File: config.mk
export PLATFORM = sky130hd
export DESIGN_NAME = ps2_host_tx
export DESIGN_NICKNAME = d
export VERILOG_FILES = /design/src/rtl/ps2_host_tx.sv
export SDC_FILE = /design/constraint.sdc
export NUM_CORES = 1
export LEC_CHECK = 0
export ABC_AREA = 0
export CAP_MARGIN = 20
export CORE_ASPECT_RATIO = 2
export CORE_MARGIN = 2
export CORE_UTILIZATION = 25
export CTS_CLUSTER_DIAMETER = 40
export CTS_CLUSTER_SIZE = 40
export DETAILED_ROUTE_END_ITERATION = 10
export RECOVER_POWER = 50
export SKIP_LAST_GASP = 1
export SLEW_MARGIN = 10
export SYNTH_ARGS = -nofsm -noshare
export SYNTH_HDL_FRONTEND = slang
export SYNTH_SLANG_ARGS = --single-unit
export TNS_END_PERCENT = 20
File: constraint.sdc
create_clock -name clock -period 1.95 [get_ports clock]
set_input_delay 0.585 -clock clock [delete_from_list [all_inputs] [get_ports clock]]
set_output_delay 0.585 -clock clock [all_outputs]
set_load 0.02 [all_outputs]
File: src/rtl/ps2_host_tx.sv
// Host-to-device PS/2 transmitter: inhibit, request-to-send, then shifts one command
// byte out on device clock edges with odd parity, checks the device ACK and times out stalled transfers.
module ps2_host_tx #(
  parameter int INHIBIT_CYCLES     = 5000,
  parameter int FIRST_EDGE_TIMEOUT = 750000,
  parameter int BIT_TIMEOUT        = 100000
) (
  input  logic       clock,
  input  logic       reset,
  input  logic [7:0] tx_data,
  input  logic       tx_valid,
  output logic       tx_ready,
  output logic       tx_done,
  output logic       tx_error,
  output logic       busy,
  input  logic       ps2_clk_in,
  input  logic       ps2_data_in,
  output logic       ps2_clk_oe,
  output logic       ps2_data_oe
);

  localparam int MAX_A = (FIRST_EDGE_TIMEOUT > BIT_TIMEOUT) ? FIRST_EDGE_TIMEOUT : BIT_TIMEOUT;
  localparam int MAX_T = (MAX_A > INHIBIT_CYCLES) ? MAX_A : INHIBIT_CYCLES;
  localparam int CNT_W = ($clog2(MAX_T + 1) > 20) ? $clog2(MAX_T + 1) : 20;

  localparam logic [CNT_W-1:0] CNT_MAX    = '1;
  localparam logic [CNT_W-1:0] INH_LAST   = CNT_W'(INHIBIT_CYCLES - 1);
  localparam logic [CNT_W-1:0] FIRST_LAST = CNT_W'(FIRST_EDGE_TIMEOUT - 1);
  localparam logic [CNT_W-1:0] BIT_LAST   = CNT_W'(BIT_TIMEOUT - 1);

  typedef enum logic [2:0] {
    IDLE, INHIBIT, RTS, WAIT_FIRST, SHIFT, ACK, WAIT_IDLE, ERROR
  } state_t;

  function automatic logic [CNT_W-1:0] sat_inc(input logic [CNT_W-1:0] v);
    return (v == CNT_MAX) ? v : v + CNT_W'(1);
  endfunction

  function automatic logic odd_parity(input logic [7:0] d);
    return ~^d;
  endfunction

  state_t           state;
  logic [7:0]       data_q;
  logic [CNT_W-1:0] cnt;
  logic [3:0]       bit_idx;

  logic clk_sync_p0, clk_sync_p1, clk_prev_p2;
  logic data_sync_p0, data_sync_p1;
  logic fe;
  logic fail;

  // Synchronizer stages; the idle bus level is high, so reset to 1 to avoid a false edge
  always_ff @(posedge clock or posedge reset) begin
    if (reset) begin
      clk_sync_p0  <= 1'b1;
      clk_sync_p1  <= 1'b1;
      clk_prev_p2  <= 1'b1;
      data_sync_p0 <= 1'b1;
      data_sync_p1 <= 1'b1;
    end else begin
      clk_sync_p0  <= ps2_clk_in;
      clk_sync_p1  <= clk_sync_p0;
      clk_prev_p2  <= clk_sync_p1;
      data_sync_p0 <= ps2_data_in;
      data_sync_p1 <= data_sync_p0;
    end
  end

  assign fe = clk_prev_p2 & ~clk_sync_p1;

  always_comb begin
    fail = 1'b0;
    case (state)
      WAIT_FIRST:      fail = ~fe & (cnt == FIRST_LAST);
      SHIFT, WAIT_IDLE: fail = ~fe & (cnt == BIT_LAST);
      ACK:             fail = fe ? data_sync_p1 : (cnt == BIT_LAST);
      default:         fail = 1'b0;
    endcase
  end

  always_ff @(posedge clock or posedge reset) begin
    if (reset) begin
      state       <= IDLE;
      data_q      <= '0;
      cnt         <= '0;
      bit_idx     <= '0;
      tx_ready    <= 1'b1;
      busy        <= 1'b0;
      tx_done     <= 1'b0;
      tx_error    <= 1'b0;
      ps2_clk_oe  <= 1'b0;
      ps2_data_oe <= 1'b0;
    end else begin
      tx_done  <= 1'b0;
      tx_error <= 1'b0;
      if (state != IDLE) cnt <= sat_inc(cnt);
      if (fail) begin
        state       <= ERROR;
        tx_error    <= 1'b1;
        ps2_clk_oe  <= 1'b0;
        ps2_data_oe <= 1'b0;
      end else begin
        case (state)
          IDLE: if (tx_valid && tx_ready) begin
            data_q      <= tx_data;
            cnt         <= '0;
            bit_idx     <= '0;
            state       <= INHIBIT;
            tx_ready    <= 1'b0;
            busy        <= 1'b1;
            ps2_clk_oe  <= 1'b1;
            ps2_data_oe <= 1'b0;
          end
          INHIBIT: if (cnt == INH_LAST) begin
            state       <= RTS;
            ps2_data_oe <= 1'b1;
          end
          RTS: begin
            state      <= WAIT_FIRST;
            ps2_clk_oe <= 1'b0;
            cnt        <= '0;
          end
          WAIT_FIRST: if (fe) begin
            ps2_data_oe <= ~data_q[0];
            bit_idx     <= 4'd1;
            cnt         <= '0;
            state       <= SHIFT;
          end
          // Data pulls low for a 0 bit; index 9 is the stop bit, so the line is released
          SHIFT: if (fe) begin
            cnt     <= '0;
            bit_idx <= bit_idx + 4'd1;
            if (bit_idx == 4'd9) begin
              ps2_data_oe <= 1'b0;
              state       <= ACK;
            end else if (bit_idx == 4'd8) begin
              ps2_data_oe <= ~odd_parity(data_q);
            end else begin
              ps2_data_oe <= ~data_q[bit_idx[2:0]];
            end
          end
          ACK: if (fe) begin
            cnt   <= '0;
            state <= WAIT_IDLE;
          end
          WAIT_IDLE: begin
            if (fe) cnt <= '0;
            if (clk_sync_p1 && data_sync_p1) begin
              tx_done  <= 1'b1;
              state    <= IDLE;
              tx_ready <= 1'b1;
              busy     <= 1'b0;
            end
          end
          ERROR: begin
            state    <= IDLE;
            tx_ready <= 1'b1;
            busy     <= 1'b0;
          end
          default: state <= IDLE;
        endcase
      end
    end
  end

endmodule

### After elaboration in Yosys (flattened, before gate mapping)

Index checks and enable logic that the tools add are counted.

* output and inout bits: 6
* input bits: 13
* flip-flop bits (word level): 46
* logic and storage cells: 110

* bitwise gates (word level): 9
* mux-type cells: 42
* equal/unequal tests: 24
* $add $sub $neg: 2
* reductions and logical operators: 17
* magnitude comparators: 1

Operators by type and width (count)
* 20-bit two-way mux: 5
* 20-bit case mux with 3 select lines: 1
* 20-bit == test (second input constant): 2
* 3-bit two-way mux: 8
* 3-bit case mux with 8 select lines: 1
* 3-bit != test (second input constant): 7
* 20-bit by 1-bit adder with 20-bit output (second input constant): 1
* 20-bit by 13-bit == test with 1-bit output (second input constant): 1
* 20-bit by 17-bit == test with 1-bit output (second input constant): 1
* 1-bit two-way mux: 17
* 3-bit == test (second input constant): 4
* 4-bit two-way mux: 3
* 4-bit case mux with 3 select lines: 1
* 3-bit nonzero test: 4
* 5-bit AND reduction: 2
* 1-bit case mux with 3 select lines: 3
* 4-bit == test (second input constant): 2
* 2-bit != test (second input constant): 4
* 8-bit XNOR reduction: 1
* 7-bit AND reduction: 1
* 3-bit by 2-bit == test with 1-bit output (second input constant): 2
* 1-bit NOT: 6
* 5-bit nonzero test: 1
* 4-bit by 1-bit adder with 4-bit output (second input constant): 1
* other kinds (13): 16

### Longest topological paths before layout

* depth after elaboration: 8
* gate-level depth with buffers: 9

### Least setup slack after synthesis

Ideal clock, no wire load.

* path kind: register to register
* start point: register cnt[6]
* end point: register ps2_data_oe
* setup time: 0.122 ns
* stages on the path, launching flop included: 7
* period minus slack after synthesis: 1.953 ns
* data required time: 1.828 ns
* slack: -0.003 ns
* arrival time: 1.831 ns
* cells stage by stage: dfrtp_1 > or4b_4 > nor4_4 > and4_4 > nor2b_2 > buf_6 > a32o_1

* cells in the longest elaborated chain, start to end: 5
* elaborated cells on any way between the ends: 14
* classes of those cells: eq/ne: 7; mux: 3; bitwise: 2; reduce/logical: 2

RTL lines
* from (decl): RTL line 45 `logic [CNT_W-1:0] cnt;`
* from (signal assigned): RTL line 97 `if (state != IDLE) cnt <= sat_inc(cnt);`
* 20-bit by 17-bit == test with 1-bit output / 20-bit == test (equally long branches): RTL line 76, 77, 75
* 1-bit two-way mux, or another cell as far along: RTL line 77 `ACK: fail = fe ? data_sync_p1 : (cnt == BIT_LAST);`
* 1-bit case mux with 3 select lines: RTL line 74 `case (state)`
* 3-bit != test (no source line) / 5-bit nonzero test (equally long branches)
* 5-bit AND reduction (no source line)
* to (signal assigned): RTL line 125 `ps2_data_oe <= ~data_q[0];`
* to (signal assigned): RTL line 138 `ps2_data_oe <= ~odd_parity(data_q);`
* to (signal assigned): RTL line 140 `ps2_data_oe <= ~data_q[bit_idx[2:0]];`
* to (decl): RTL line 19 `output logic ps2_data_oe`

Several ways; a longest one is shown, not always the timed one.
A chain may end at the register's enable or synchronous reset.

### Final worst setup path

* start point: register cnt[14]
* end point: register state[0]

* cells in the longest elaborated chain, start to end: 5
* elaborated cells on any way between the ends: 16
* classes of those cells: eq/ne: 10; mux: 3; bitwise: 2; reduce/logical: 1

RTL lines
* 20-bit by 17-bit == test with 1-bit output / 20-bit == test (equally long branches): RTL line 76, 77, 75
* 1-bit two-way mux, or another cell as far along: RTL line 77
* 1-bit case mux with 3 select lines: RTL line 74
* 3-bit != test (no source line)
* 7-bit AND reduction (no source line)
* to (signal assigned): RTL line 84 `state <= IDLE;`
* to (signal assigned): RTL line 99 `state <= ERROR;`
* to (signal assigned): RTL line 109 `state <= INHIBIT;`
* to (decl): RTL line 43 `state_t state;`

Several ways; a longest one is shown, not always the timed one.

==> flow_summary.toml <==
[global_route]
antenna_found_initial = 0
track_usage_pct = 13.5
grt_pass1_wl_mm = 12.8
grt_pass1_vias = 2708
grt_overflow = 0
grt_max_degree = 40

[die]
row_count = 54
fp.dieW_um = 78.3
core_mm2 = 0.0108
dieHeight_um = 152
floorplan.initialDensity_pct = 25.5
dieArea_mm2 = 0.0119
ios = 19

[route]
ant_nets = 0
viasPerCell = 5.12
wl_per_cell_um = 15.8
finalWirelength_mm = 7.69
first_iter_violations = 172
drcViolationCount = 0
drtPass1Iterations = 4
dr_total_vias = 2494

[setup_path]
crit-reg2reg-capture = "state[0]"
cp.required_ns = 2.10
cp-end-kind = "flip-flop"
crit_chain = "or4_4, nor4_4, a311oi_2, buf_4, o21ai_0, o211ai_1"
ff2ff_setup_slack_ns = -0.10
cp_slowest_cell = "or4_4"
r2r_cells = 6
critical_path.startpoint_type = "flip-flop"
crit_type = "flip-flop to flip-flop"
slowest_delay_ns = 0.55
worstPathArrival_ns = 2.20
reg2reg_from = "cnt[14]"
cp_max_fo = 4

[clock_network]
max-clock-path-buffers = 2
clkSinkCount = 46
cts_tree = "yes"
htree_levels = 2
clockRootBuffer = "clkbuf_16"
numCtsBuffers = 5
clock_latency_ns = 0.29
clk_pin_slew_ns = 0.07
ctsHoldBuffers = 0

[sta]
setup_tns_ns = -0.464
setup_ws_ns = -0.100
slew_viol_final = 0
min_period_ns = 2.05
hold_viol = 0
finalSetupViolCount = 11
rsz0062_at_grt = "yes"
worst_pin_slew_ns = 0.559
period_share_pct = 105
max_freq_mhz = 488
max_slew_margin_pct = 62.8
skew_ns = 0.00888

[logic_synthesis]
syn-cell-area_mm2 = 0.00276
synth_fp_nets = 304
syn_avg_cell_area_um2 = 9.60
syn_inst = 287
synth-seq-area-share_pct = 42.0
synth_largest_area_cell = "dfrtp_1"
synth_area_leaders = "dfrtp_1, dfstp_2, a21oi_1"
yosys_warnings = 0
ys_types = 64
synth_top_area_share_pct = 36.3
synth-main-ff-cell = "dfrtp_1"
yosys_register_bits = 46
async_flop_share_pct = 100
synth_edf_count = 0

[cells_and_area]
finalNonFillerCells = 487
drive_gt1_share_pct = 27.4
fin_nets = 363
multiInputGateArea_mm2 = 0.00152
fillers = 1138
seq_area_mm2 = 0.00116
n_antenna_cell = 0
syn_to_final_growth_pct = 30.5

[min_path]
worstHoldStart = "clk_sync_p0"
min_to = "clk_sync_p1"
hold_class = "flip-flop to flip-flop"
holdPathStages = 0

[job]
cap_viol_max_count = 0

[pwr]
power.density_mw_per_mm2 = 1180
p_leak_nw = 1.46
ir_drop_mv = 0.471

[placement]
routabilityCongestion = 0.909
numPlacedInstances = 479
dp_hpwl_mm = 5.87
io_buffer_count = 18
pre_cts_slack_ns = -0.279

[run_status]
status = "finished with violations"
violations = "setup timing"
-- final cells by class --
cell class                 instances  share of cell area, %
tap                              140                   4.87
timing repair buffer              67                   15.9
sequential                        46                   32.2
clock inverter                     2                  0.382
clock buffer                       6                   3.58
inverter                           7                  0.730
multi-input combinational        219                   42.4
-- flip-flops by register name (all words and copies together) (netlist names) --
register      cells
cnt              20
clk_sync_p1       1
clk_sync_p0       1
tx_error          1
busy              1
tx_done           1
data_q            8
data_sync_p0      1
tx_ready          1
ps2_clk_oe        1
clk_prev_p2       1
state             3
ps2_data_oe       1
data_sync_p1      1
bit_idx           4
-- cells in the final DEF (no fill, tap or decap), types with 5 or more instances in the layout --
cell type         n
a21oi_1          26
clkbuf_16         5
a31oi_1           6
mux2i_1           5
inv_1             7
buf_4            46
mux2_2            8
clkdlybuf4s50_1  14
nor2_1           13
dfstp_2           6
dfrtp_1          40
nor3_1            6
or4_1             8
xnor2_1           8
nand2_1          21
o21ai_0          14
o31ai_1           9
nand3_1          13
-- cells by family (layout without fill, tap and decap cells) --
group                    Yosys count  in the layout  synth area share (%)
AND/OR/NAND/NOR                  120            120                  27.7
AO/OA/AOI/OAI                     74             74                  16.8
adder cells (fa/ha/maj)            4              4                  1.82
XOR/XNOR                           8              8                  2.54
flip-flops                        46             46                  42.0
multiplexers                      13             13                  5.08
buffers and inverters             22             82                  3.99
-- how the worst max path moves through the flow --
| stage | from | to | slack [ns] |
|---|---|---|---|
| 2_1_floorplan | cnt[14] | ps2_data_oe | 0.007 |
| 3_3_place_gp | tx_valid | cnt[19] | -0.24 |
| 3_5_place_dp | tx_valid | cnt[19] | -0.28 |
| 4_1_cts | cnt[14] | cnt[19] | -0.11 |
| 5_1_grt | cnt[14] | state[0] | -0.16 |
| 6_report | cnt[14] | state[0] | -0.10 |
-- per-stage QoR --
stage	util, %	total power, mW	instance area (µm²)	hold slack (ns)
after floorplan	-	2.71	2760	0.345
after global routing	33.3	4.55	3600	0.364
final	33.3	4.25	3600	0.356
after detailed placement	31.8	3.41	3440	0.347
after global placement	31.8	3.40	3440	0.346
after CTS	33.2	4.29	3590	0.357
-- layer usage --
layer | vias up | wire length (µm) | GRT usage, %
li1 | 1199 | - | -
met1 | 1213 | 2750 | 12.9
met2 | 56 | 4390 | 25.4
met3 | 26 | 181 | 2.31
met4 | 0 | 371 | 9.02
met5 | - | 0 | 0
-- worst max-delay path, delay by kind of cell, from the launching register on --
kind            cells  cell delay (ns)
buf+inv             1             0.18
flops               1             0.40
simple gates        2             0.82
compound gates      3             0.50
-- where the power goes --
| group | switching (mW) | internal (mW) | total, mW |
|---|---|---|---|
| clock | 0.379 | 0.476 | 0.855 |
| sequential | 0.237 | 1.18 | 1.41 |
| combinational | 1.02 | 0.962 | 1.98 |
-- cells in the mapped netlist (7+ instances only) --
cell / number
nand3_1: 13
o31ai_1: 9
or4_1: 9
nor3_1: 8
o21ai_0: 14
mux2_2: 8
dfrtp_1: 40
nand2_1: 21
xnor2_1: 8
a21oi_1: 26
nor2_1: 13
inv_1: 7
-- repair_timing --
item / in CTS / in global routing
gates cloned: 0 / 0
setup buffers: 0 / 1
resized for setup: 4 / 4
endpoints found under the setup margin: 25 / 29
pin swaps: 1 / 0
No activity file was read; power rests on OpenSTA's default activity.
